### config.mk
export PLATFORM = sky130hd
export DESIGN_NAME = timer
export DESIGN_NICKNAME = d
export VERILOG_FILES = /design/src/rtl/timer.sv
export SDC_FILE = /design/constraint.sdc
export NUM_CORES = 1
export LEC_CHECK = 0
export ABC_AREA = 1
export CORE_MARGIN = 3
export CORE_UTILIZATION = 45
export CTS_BUF_LIST = sky130_fd_sc_hd__clkbuf_4
export DETAILED_ROUTE_END_ITERATION = 12
export MAX_ROUTING_LAYER = met4
export PLACE_DENSITY = 0.74
export SYNTH_ARGS = -nofsm -noshare
export SYNTH_HDL_FRONTEND = slang
export SYNTH_SLANG_ARGS = --single-unit
### constraint.sdc
create_clock -name clk -period 4.3 [get_ports clk]
set_clock_uncertainty 0.1 [all_clocks]
set_input_delay 1.29 -clock clk [delete_from_list [all_inputs] [get_ports clk]]
set_output_delay 1.29 -clock clk [all_outputs]
set_load 0.05 [all_outputs]
### src/rtl/timer.sv
// Retriggerable period timer.
// A start seen while idle launches a period of STOP_COUNT cycles; done is a
// one-cycle pulse on the last cycle of the period. A start seen during the
// done cycle chains straight into the next period with no idle gap.
`timescale 1ns/1ps
module timer #(
  parameter int STOP_COUNT = 100
) (
  input  logic clk,
  input  logic rst_n,
  input  logic start,
  output logic done
);

  // Counter is wide enough to hold STOP_COUNT itself without wrapping.
  localparam int CNT_W = (STOP_COUNT < 1) ? 1 : $clog2(STOP_COUNT + 1);
  localparam logic [CNT_W-1:0] CNT_STOP = CNT_W'(STOP_COUNT);
  localparam logic [CNT_W-1:0] CNT_ZERO = '0;
  localparam logic [CNT_W-1:0] CNT_ONE  = CNT_W'(1);

  typedef enum logic {
    IDLE = 1'b0,
    RUN  = 1'b1
  } state_e;

  state_e           state_q, state_d;
  logic [CNT_W-1:0] cnt_q,   cnt_d;
  logic             done_q,  done_d;
  logic             at_stop;

  // Last cycle of the current period, decoded from registered state only.
  assign at_stop = (state_q == RUN) && (cnt_q == CNT_STOP);

  // Next-state, next-count and next-done decode.
  always_comb begin
    state_d = state_q;
    cnt_d   = cnt_q;
    done_d  = 1'b0;
    unique case (state_q)
      IDLE: begin
        if (start) begin
          state_d = RUN;
          cnt_d   = CNT_ZERO;
        end
      end
      RUN: begin
        if (!at_stop) begin
          // start is deliberately ignored mid-period: no restart, no extension.
          cnt_d = cnt_q + CNT_ONE;
        end else if (start) begin
          // Seamless retrigger: the done cycle counts as cycle 0 of the next
          // period, so the next period resumes at 1.
          cnt_d = CNT_ONE;
        end else begin
          state_d = IDLE;
          cnt_d   = CNT_ZERO;
        end
      end
      default: begin
        state_d = IDLE;
        cnt_d   = CNT_ZERO;
      end
    endcase
    // done is registered from the next-state values, so it equals
    // (RUN && cnt==STOP_COUNT) of the flops and cannot glitch on start.
    done_d = (state_d == RUN) && (cnt_d == CNT_STOP);
  end

  // State, counter and done registers; reset forces idle immediately.
  always_ff @(posedge clk or negedge rst_n) begin
    if (!rst_n) begin
      state_q <= IDLE;
      cnt_q   <= CNT_ZERO;
      done_q  <= 1'b0;
    end else begin
      state_q <= state_d;
      cnt_q   <= cnt_d;
      done_q  <= done_d;
    end
  end

  assign done = done_q;

endmodule

; ---- Yosys cells after proc, flatten, opt, wreduce, memory -nomap -nowiden
; Cells that the tools add are included.
[classes]
add_sub_neg = 1
eq_ne = 2
mux = 7
bitwise_logic = 1
reduce_logical = 2
[ops]
columns = cell, count
row1 = $eq 7x7->1 const B, 2
row2 = $mux 7, 2
row3 = $pmux 7 s2, 1
row4 = $add 7x1->7 const B, 1
row5 = $mux 1, 3
row6 = $logic_and 1x1->1, 2
row7 = $pmux 1 s2, 1
row8 = $not 1->1, 1
[word_totals]
register_bits = 9
input_bits = 3
output_inout_bits = 1
word_cells = 16

; ---- Depth between registers and ports, before layout
[depth]
word_depth = 6
mapped_depth = 10

; ---- Worst setup path before layout
; OpenSTA, ideal clock, no wires.
[synth_timing]
kind = input port to flip-flop
startpoint = in start
endpoint = reg done_q (netlist: done)
setup_time_ps = 114
arrival_ps = 1780
required_time_ps = 4086
setup_slack_ps = 2306
cell_stages = 8
n_path_buf = 0
path_cell_list = inv_1 -> nand2_2 -> inv_1 -> nand2_1 -> nand2_1 -> nor2_2 -> nand2_1 -> nor2_1
[synth_lines]
columns = element, line
row1 = start: declaration, 11  ; input logic start,
row2 = $mux 7, 41  ; if (start) begin
row3 = $pmux 7 s2, 39  ; unique case (state_q)
row4 = via cnt_d[3], 27  ; logic [CNT_W-1:0] cnt_q, cnt_d;
row5 = $eq 7x7->1, 66  ; done_d = (state_d == RUN) && (cnt_d == CNT_STOP);
row6 = $logic_and 1x1->1, 66
row7 = via done_d, 28  ; logic done_q, done_d;
row8 = end signal: assignment, 78  ; done_q <= done_d;
row9 = end: declaration, 28
; The timed path passes the listed nets, and every way through them passes these cells.

; ---- Final worst setup path
[layout_timing]
startpoint = reg done_q (netlist: done)
endpoint = out done
[layout_lines]
columns = element, line
row1 = end: declaration, 12  ; output logic done
; No word-level cell between the ends.

==> reports/qor.yml <==
yosys.area.top_type: "dfrtp_1"
coreArea_um2: 1170
cap_viol_max_count: 0
wire_per_inst_um: 11.6
cts_max_level: 1
synthXorXnorAreaFrac_pct: 1.48
crit_path_end_kind: "output pin"
synthTopCellsByCount: "23 x nand2_1, 13 x inv_1, 12 x nor2_1, 9 x dfrtp_1, 8 x nand3_1"
synthMuxAreaShare_pct: 0
slowest_stage: "clkdlybuf4s50_1"
max_stage_delay_ns: 0.80
yosys.area_share.adder_pct: 4.24
timing.final.crit_share_pct: 64.5
synth_compound_area_share_pct: 6.36
cts_tree: "built"
peakVddDrop_mv: 0.216
post_cts_resized: 0
numPortBuffers: 3
power.total_w: 0.000166
seq_area_frac_synth_pct: 38.1
p_per_area_nw_per_um2: 249
syn_area_per_cell_um2: 6.95
slew_headroom_pct: 66.6
clock_latency_ns: 0.27
grtUsageTotal_pct: 16.1
worst_slew_pin_slew_ns: 0.499
drt_pass1_iterations: 4
critPathKind: "reg2out"
place_congestion: 0.854
synth_fp_nets: 90
synth.most_common_cell: "nand2_1"
drtAntennaViolNets: 0
crit_buf_inv: 1
timing.reg2reg.setup_slack_ns: 2.70
yosys.area_share.simple_pct: 40.3
hold_viol: 0
rsz0062_at_grt: "false"
grt.overflow.total: 0
cp_data_required_time_ns: 2.91
layoutNonFillerInstCount: 106
placementRows: 12
grt_max_degree: 10
cts.sinks: 9
post-route-util_pct: 57.1
synth_ff_type: "dfrtp_1"
drv_slew: 0
final.setup.tns_ns: 0
place_hpwl_um: 931
clk_path_buf_depth: 2
numPlacedInstances: 102
path_cells: "clkdlybuf4s50_1"
p_leak_nw: 0.354
hold_path_class: "reg2reg"
io_pins: 4
drive_gt1_share_pct: 16.3
cts_inserted_buffers: 3
clk_pin_slew_worst_paths_ns: 0.07
arrival_ns: 1.38
die_w_um: 42.2
yosysWarnings: 0
cts-root-buf: "clkbuf_4"
status: "finished, final reports clean"
yosys.area.top_type_share_pct: 38.1
crit_path_start_kind: "register"
netlist_instances: 85
vias: 533
synth_top_family_by_area: "simple AND/OR/NAND/NOR gates"
ys_ff_latch: 9
syn2layout_area_growth_pct: 13.1
insertedDiodeCount: 0
fp.dieArea_um2: 1780
initial_utilization_pct: 50.4
synth_area_leaders: "dfrtp_1 38%, nand2_1 15%, inv_1 8.3%"
antenna_found_initial: 0
first_iter_violations: 9
final_nets: 98
worstPathMaxFanout: 1
grt_pass1_vias: 478
fin_crit_ns: 2.77
setup_violations: 0
max_freq_mhz: 361
drc: 0
ctsHoldBuffers: 0
postCtsSetupBuffers: 0
async_flop_share_pct: 100
ys_types: 18
grt_pass1_wl_mm: 2.16
synth_edf_count: 0
drt-total-wl_mm: 1.23
crit_family: "buffers and inverters"
netlist_area_um2: 591
fp.dieH_um: 42.2
viasPerCell: 5.03
## cell type report
cell class,count,area [µm²]
fillers,118,503
multi-input cells,61,309
flip-flops and latches,9,225
inverters,15,56.3
clock buffers,4,30.0
repair buffers,3,30.0
well taps,14,17.5
## per-stage QoR
stage | hold slack, ns | setup WS, ns | area, µm²
3_5_place_dp | 0.474 | 1.73 | 638
3_3_place_gp | 0.478 | 1.75 | 638
5_1_grt | 0.557 | 1.50 | 668
6_report | 0.506 | 1.53 | 668
4_1_cts | 0.493 | 1.53 | 668
2_1_floorplan | 0.412 | 2.31 | 591
## final timing paths
path	depth (start not counted)	startpoint	endpoint
min	2	cnt_q[6]$_DFF_PN0_	cnt_q[6]$_DFF_PN0_
max reg2reg	9	cnt_q[0]$_DFF_PN0_	done$_DFF_PN0_
min in group asynchronous	1	rst_n	cnt_q[6]$_DFF_PN0_
min reg2reg	2	cnt_q[6]$_DFF_PN0_	cnt_q[6]$_DFF_PN0_
max in group asynchronous	1	rst_n	cnt_q[0]$_DFF_PN0_
max	1	done$_DFF_PN0_	done
## per-layer routing
layer	share of wire [%]	global-route usage [%]	vias up	wire, µm
met2	45	23.1	9	548
met5	0	-	-	0
met1	50	22.9	247	612
li1	-	-	275	-
met4	1.4	5.59	0	17
met3	3.8	2.58	2	46
## power by group
group            total, W  switching, W  internal [W]  leakage, nW
clock           0.0000775     0.0000352     0.0000422       0.0184
sequential      0.0000846             0     0.0000846        0.101
combinational  0.00000402    0.00000232    0.00000171        0.234
## flip-flops by register name (all words and copies together) (netlist names)
name,cells
state_q,1
cnt_q,7
done,1
## kinds of logic (layout without fill, tap and decap cells)
| logic type | Yosys count | in the layout |
|---|---|---|
| AOI/OAI and AO/OA | 6 | 6 |
| adders and majority gates | 2 | 2 |
| xor gates and xnor gates | 1 | 1 |
| DFF | 9 | 9 |
| buffers and inverters | 15 | 22 |
| and+or+nand+nor | 52 | 52 |
## cells in the final DEF, fill, tap and decap left out
master	synthesis	routed
a21oi_1	1	1
o22ai_1	1	1
nand2_1	23	23
xor2_1	1	1
clkbuf_4	0	4
nand3_2	1	1
nand2_2	2	2
inv_1	13	13
ha_1	2	2
nand3_1	8	8
nand3b_1	1	1
nor2_4	1	1
clkdlybuf4s50_1	0	3
dfrtp_1	9	9
nor2_2	4	4
o21ai_2	1	1
o21bai_1	1	1
inv_2	2	2
o21ai_0	2	2
nor2_1	12	12
Power figures use the tool's default switching activity.
==> RTL edit 1, RTL diff (same flow settings) <==
Make the reset (`rst_n`) synchronous in one clocked block.
--- a/src/rtl/timer.sv
+++ b/src/rtl/timer.sv
@@ -67,7 +67,7 @@
   end
 
   // State, counter and done registers; reset forces idle immediately.
-  always_ff @(posedge clk or negedge rst_n) begin
+  always_ff @(posedge clk) begin
     if (!rst_n) begin
       state_q <= IDLE;
       cnt_q   <= CNT_ZERO;
Formal check against the unedited RTL: no difference found for any inputs over 10 cycles, from zero or initial values and one cycle with rst_n low; that may be too few to reach the edited logic, so the function may still have changed.
==> RTL edit 1 against the original RTL <==
Area after synthesis down 11%; via count fell by 13%; routed wire length decreased by 22%; worst setup slack improved by 36 ps; sequential cell count unchanged; design area decreased by 9.6%; critical path type unchanged.
Power is not compared: it rests on default switching activity, and its combinational part moved more than twofold at a synthesized area within 25%.
==> RTL edit 1: results (changes against the original RTL) <==
Clocking
  – Clock transition at path regs: 50 ps (-20 ps)
  – Max Root-Sink Buffers: 2 (unchanged)
  – CTS resizes: 0 (unchanged)
  – Num CTS Buffers: 3 (unchanged)
  – # H-tree levels: 1 (unchanged)
  – Later-pin clock latency in the skew report: 250 ps (-20 ps)

Logic synthesis
  – Register area share after synthesis: 34.12% (-4.0 points)
  – Top post-synthesis cells by area: dfxtp_1, nand2_1, inv_1
  – Xor/xnor cell area share of the yosys netlist: 4.976% (+3.5 points)
  – Synth Area in Adders: 4.739% (+0.50 points)
  – Mapped Nets: 84 (-6.7%)
  – Ys async rst share: 0% (-100 points)
  – Synth top cells by count: nand2_1, inv_1, nor2_1
  – Distinct cells, synth: 16 (-2)
  – Synth Area in Compound Gates: 9.479% (+3.1 points)

Global route
  – Vias in the first global route: 456 (-4.6%)
  – Gr usage total: 17.45% (+1.3 points)
  – Pin count of the biggest net entering global routing: 8 (-2)
  – First-pass GRT wire length: 1821 um (-16%)
  – Antenna violations before repair: 0 (unchanged)

Placement
  – Pre-CTS setup slack: 1622 ps (-105.7 ps)
  – GPL Wtd Cong: 0.7370 (-14%)
  – Post-DP HPWL: 782.3 um (-16%)

Drt
  – TritonRoute pass-1 iters: 4 (unchanged)
  – DRC violation total after the first TritonRoute iteration: 20 (+11)
  – Avg WL per Cell: 9.616 um (-17%)
  – Vias per cell: 4.687 (-6.8%)

Setup path
  – Slowest Stage Delay on Critical Path: 790 ps
  – CP delay by family, top: buffers and inverters
  – Arr. time, crit path: 1350 ps (-30 ps)
  – Worst reg-to-reg setup slack: 2690 ps (about the same)

Power and ir drop
  – Worst VDD drop: 0.1972 mV
  – Sw power: about 0.037 mW

Outcome
  – Status: complete, no violations

STA
  – Worst-Margin Slew: 497.3 ps (-1.999 ps)
  – Min Tclk post-route: 2736 ps (-36.06 ps)

Final layout
  – Share of post-route cells with drive strength above 1: 13.95% (-2.4 points)
  – Nets: 92 (-6.1%)
RTL edit 1: cell types whose count changed after synthesis:
cell | unedited run | this run
a21oi_1 | 1 | 4
dfrtp_1 | 9 | 0
dfxtp_1 | 0 | 9
inv_1 | 13 | 10
inv_2 | 2 | 0
nand2_2 | 2 | 3
nand3_1 | 8 | 7
nand3_2 | 1 | 0
nor2_1 | 12 | 10
nor2_2 | 4 | 2
o21a_2 | 0 | 1
o21ai_0 | 2 | 1
o22ai_1 | 1 | 0
xor2_1 | 1 | 3
RTL edit 1: per-stage QoR:
step	cell area, um2	total power [mW]	util [%]	hold slack [ps]	instances
after floorplan	528.0	0.09805	-	392.5	79
after global placement	574.3	0.1028	57.16	438.7	95
after detailed placement	574.3	0.1029	57.16	430.6	95
after CTS	604.3	0.1730	60.15	440.3	99
after global routing	604.3	0.1792	60.15	481.8	99
final	604.3	0.1700	60.15	439.0	99
RTL edit 1: metal layers:
metal	wire length, um	track usage [%]
met5	0	-
met4	17	12.30
met3	36	2.778
met2	404	25.90
met1	494	21.26
RTL edit 1: worst register-to-register path: stages, from the launching register on:
cell and delay (ps):
dfxtp_1 400, inv_1 60, ha_1 190, nand2_1 100, nor2_4 50, a21oi_1 220
nand3_1 130, nand2_1 80, nand2_1 40, inv_1 50, nand2_1 50, nor2_2 70
RTL edit 1: final timing paths:
path               to  cells after the start  startpoint
max              done                      1        done
min          cnt_q[6]                      2    cnt_q[6]
max reg2reg      done                     11    cnt_q[0]
min reg2reg  cnt_q[6]                      2    cnt_q[6]
RTL edit 1: kinds of logic after synthesis:
| group | after synthesis |
|---|---|
| xor gates and xnor gates | 3 |
| adders and majority gates | 2 |
| AOI/OAI and AO/OA | 8 |
| and+or+nand+nor | 47 |
| DFF | 9 |
| buffers and inverters | 10 |
RTL edit 1: area by class of cell:
cell class | instances | area, um2
Fill cell | 105 | 400.4
Clock buffer | 4 | 30.03
Timing Repair Buffer | 3 | 30.03
Inverter | 10 | 37.54
Multi-Input combinational cell | 60 | 310.3
Tap cell | 13 | 16.27
Sequential cell | 9 | 180.2
RTL edit 1: power groups by stage:
stage	Clock (mW)	Sequential, mW	Combinational (mW)
after detailed placement	0	0.0890	0.0139
after floorplan	0	0.0885	0.00954
after global routing	0.0757	0.0872	0.0162
after CTS	0.0719	0.0871	0.0140
after global placement	0	0.0890	0.0138
final	0.0690	0.0871	0.0139
==> RTL edit 2, RTL diff (same flow settings) <==
Without the edit above. Change the parameter `STOP_COUNT` from 100 to 150.
--- a/src/rtl/timer.sv
+++ b/src/rtl/timer.sv
@@ -4,7 +4,7 @@
 // done cycle chains straight into the next period with no idle gap.
 `timescale 1ns/1ps
 module timer #(
-  parameter int STOP_COUNT = 100
+  parameter int STOP_COUNT = 150
 ) (
   input  logic clk,
   input  logic rst_n,
Behaviour: same outputs for any inputs over 10 cycles, from zero or initial values and one cycle with rst_n low; that may be too few to reach the edited logic, so the function may still have changed.
==> RTL edit 2 against the original RTL <==
Fmax rose by 0.21%; sequential cell count up 1; critical path type unchanged; design area grew 3.6%; worst setup slack improved by 5.9 ps; cell count grew 8.5%; area after synthesis is 6.6% higher; highest routed layer unchanged; routed wire length rose by 3.3%; power decreased by 6.5%; global-route usage increased by 0.40 points.
==> RTL edit 2: results (changes against the original RTL) <==
Drt
  – Via count: 563 (+5.6%)
  – Vias per cell: 4.896 (-2.6%)

Global route
  – First-pass GRT wire length: 2304 um (+6.7%)
  – Gr usage total: 16.53% (+0.40 points)
  – Pin count of the biggest net entering global routing: 11 (+1)
  – Vias in the first global route: 537 (+12%)
  – Met1 usage: 21.82% (-1.1 points)
  – Antenna violations before repair: 0 (unchanged)
  – Met2 Track Usage GR: 24.19% (+1.1 points)
  – Met3 GRT Util: 3.320% (+0.74 points)

Setup path
  – R2R depth: 11 (+2)
  – Slowest Stage Delay on Critical Path: around 810 ps
  – Worst reg-to-reg setup slack: 2690 ps (about the same)

Power and ir drop
  – Worst VDD drop: 0.1304 mV (-40%)
  – Leak: 0.4088 nW (+16%)

Clocking
  – Max Root-Sink Buffers: 2 (unchanged)
  – Later-pin clock latency in the skew report: 250 ps (-20 ps)
  – Clk root buf: clkbuf_4

Worst hold path
  – Hold EP: cnt_q[4]
  – Hold Startpoint: cnt_q[4]
  – Hold WC Path Type: register to register

Logic synthesis
  – Register area share after synthesis: 39.76% (+1.6 points)
  – Synth Area in Adders: 3.976% (-0.26 points)
  – Cells after Synth: 96 (+13%)
  – Distinct cells, synth: 12 (-6)
  – Synth Area in Compound Gates: 2.783% (-3.6 points)
  – Synth top cells by count: nand2_1, inv_1, nor2_1
  – Xor/xnor cell area share of the yosys netlist: 1.392% (-0.091 points)

Final layout
  – Share of post-route cells with drive strength above 1: 4.950% (-11 points)
  – Number of flip-flops in the largest register: 8 (+1)
  – Nets: 108 (+10%)

Placement
  – Post-DP HPWL: 1040 um (+12%)
  – Post-DP Area: 669.4 um2 (+4.9%)
  – Pre-CTS setup slack: 1739 ps (+12.18 ps)
  – GPL Wtd Cong: 0.8638 (+1.2%)

Outcome
  – Status: complete, no violations

STA
  – Worst-Margin Slew: 520.7 ps (+21.33 ps)
  – Hold slack final: 479.2 ps (-26.48 ps)
-- RTL edit 2: cell types whose count changed after synthesis, sizes merged --
cell    change
nand3       +2
dfrtp       +1
o21ai       -1
inv         +1
buf         +1
o22ai       -1
nand4       +2
nand3b      -1
a21oi       -1
nand2      +11
nor2        -3
-- RTL edit 2: area by class of cell --
class | count | area (um2)
Tap cell | 14 | 17.52
Inverter | 16 | 60.06
Multi-Input combinational cell | 69 | 311.5
Sequential cell | 10 | 250.2
Timing Repair Buffer | 3 | 30.03
Clock buffer | 3 | 22.52
Fill cell | 121 | 509.2
-- RTL edit 2: how the worst max path moves through the flow --
stage / start / endpoint / slack (ps)
3_3_place_gp: start / done / 1770
2_1_floorplan: start / done / 2300
5_1_grt: done / done / 1500
3_5_place_dp: start / done / 1740
4_1_cts: done / done / 1520
6_report: done / done / 1530
-- RTL edit 2: cell families (layout without fill, tap and decap cells) --
logic type / Yosys count / count (layout)
DFF: 10 / 10
and+or+nand+nor: 63 / 63
AOI/OAI and AO/OA: 3 / 3
adders and majority gates: 2 / 2
buffers and inverters: 17 / 22
xor gates and xnor gates: 1 / 1
-- RTL edit 2: worst min-delay path, delay by kind of cell (launching register included) --
| kind | cells | cell delay (ps) |
|---|---|---|
| AND/OR/NAND/NOR | 2 | 130 |
| flip-flops | 1 | 410 |
-- RTL edit 2: metal layers --
layer	part of all wire [%]	vias to the layer above
met5	0	-
met4	0.47	0
met3	4.5	2
met2	46	10
met1	49	245
li1	-	306
-- RTL edit 2: power breakdown --
group / leakage, nW / switching [mW] / internal (mW)
sequential: 0.111 / 0 / 0.0941
combinational: 0.284 / 0.00215 / 0.00169
clock: 0.0138 / 0.0253 / 0.0319
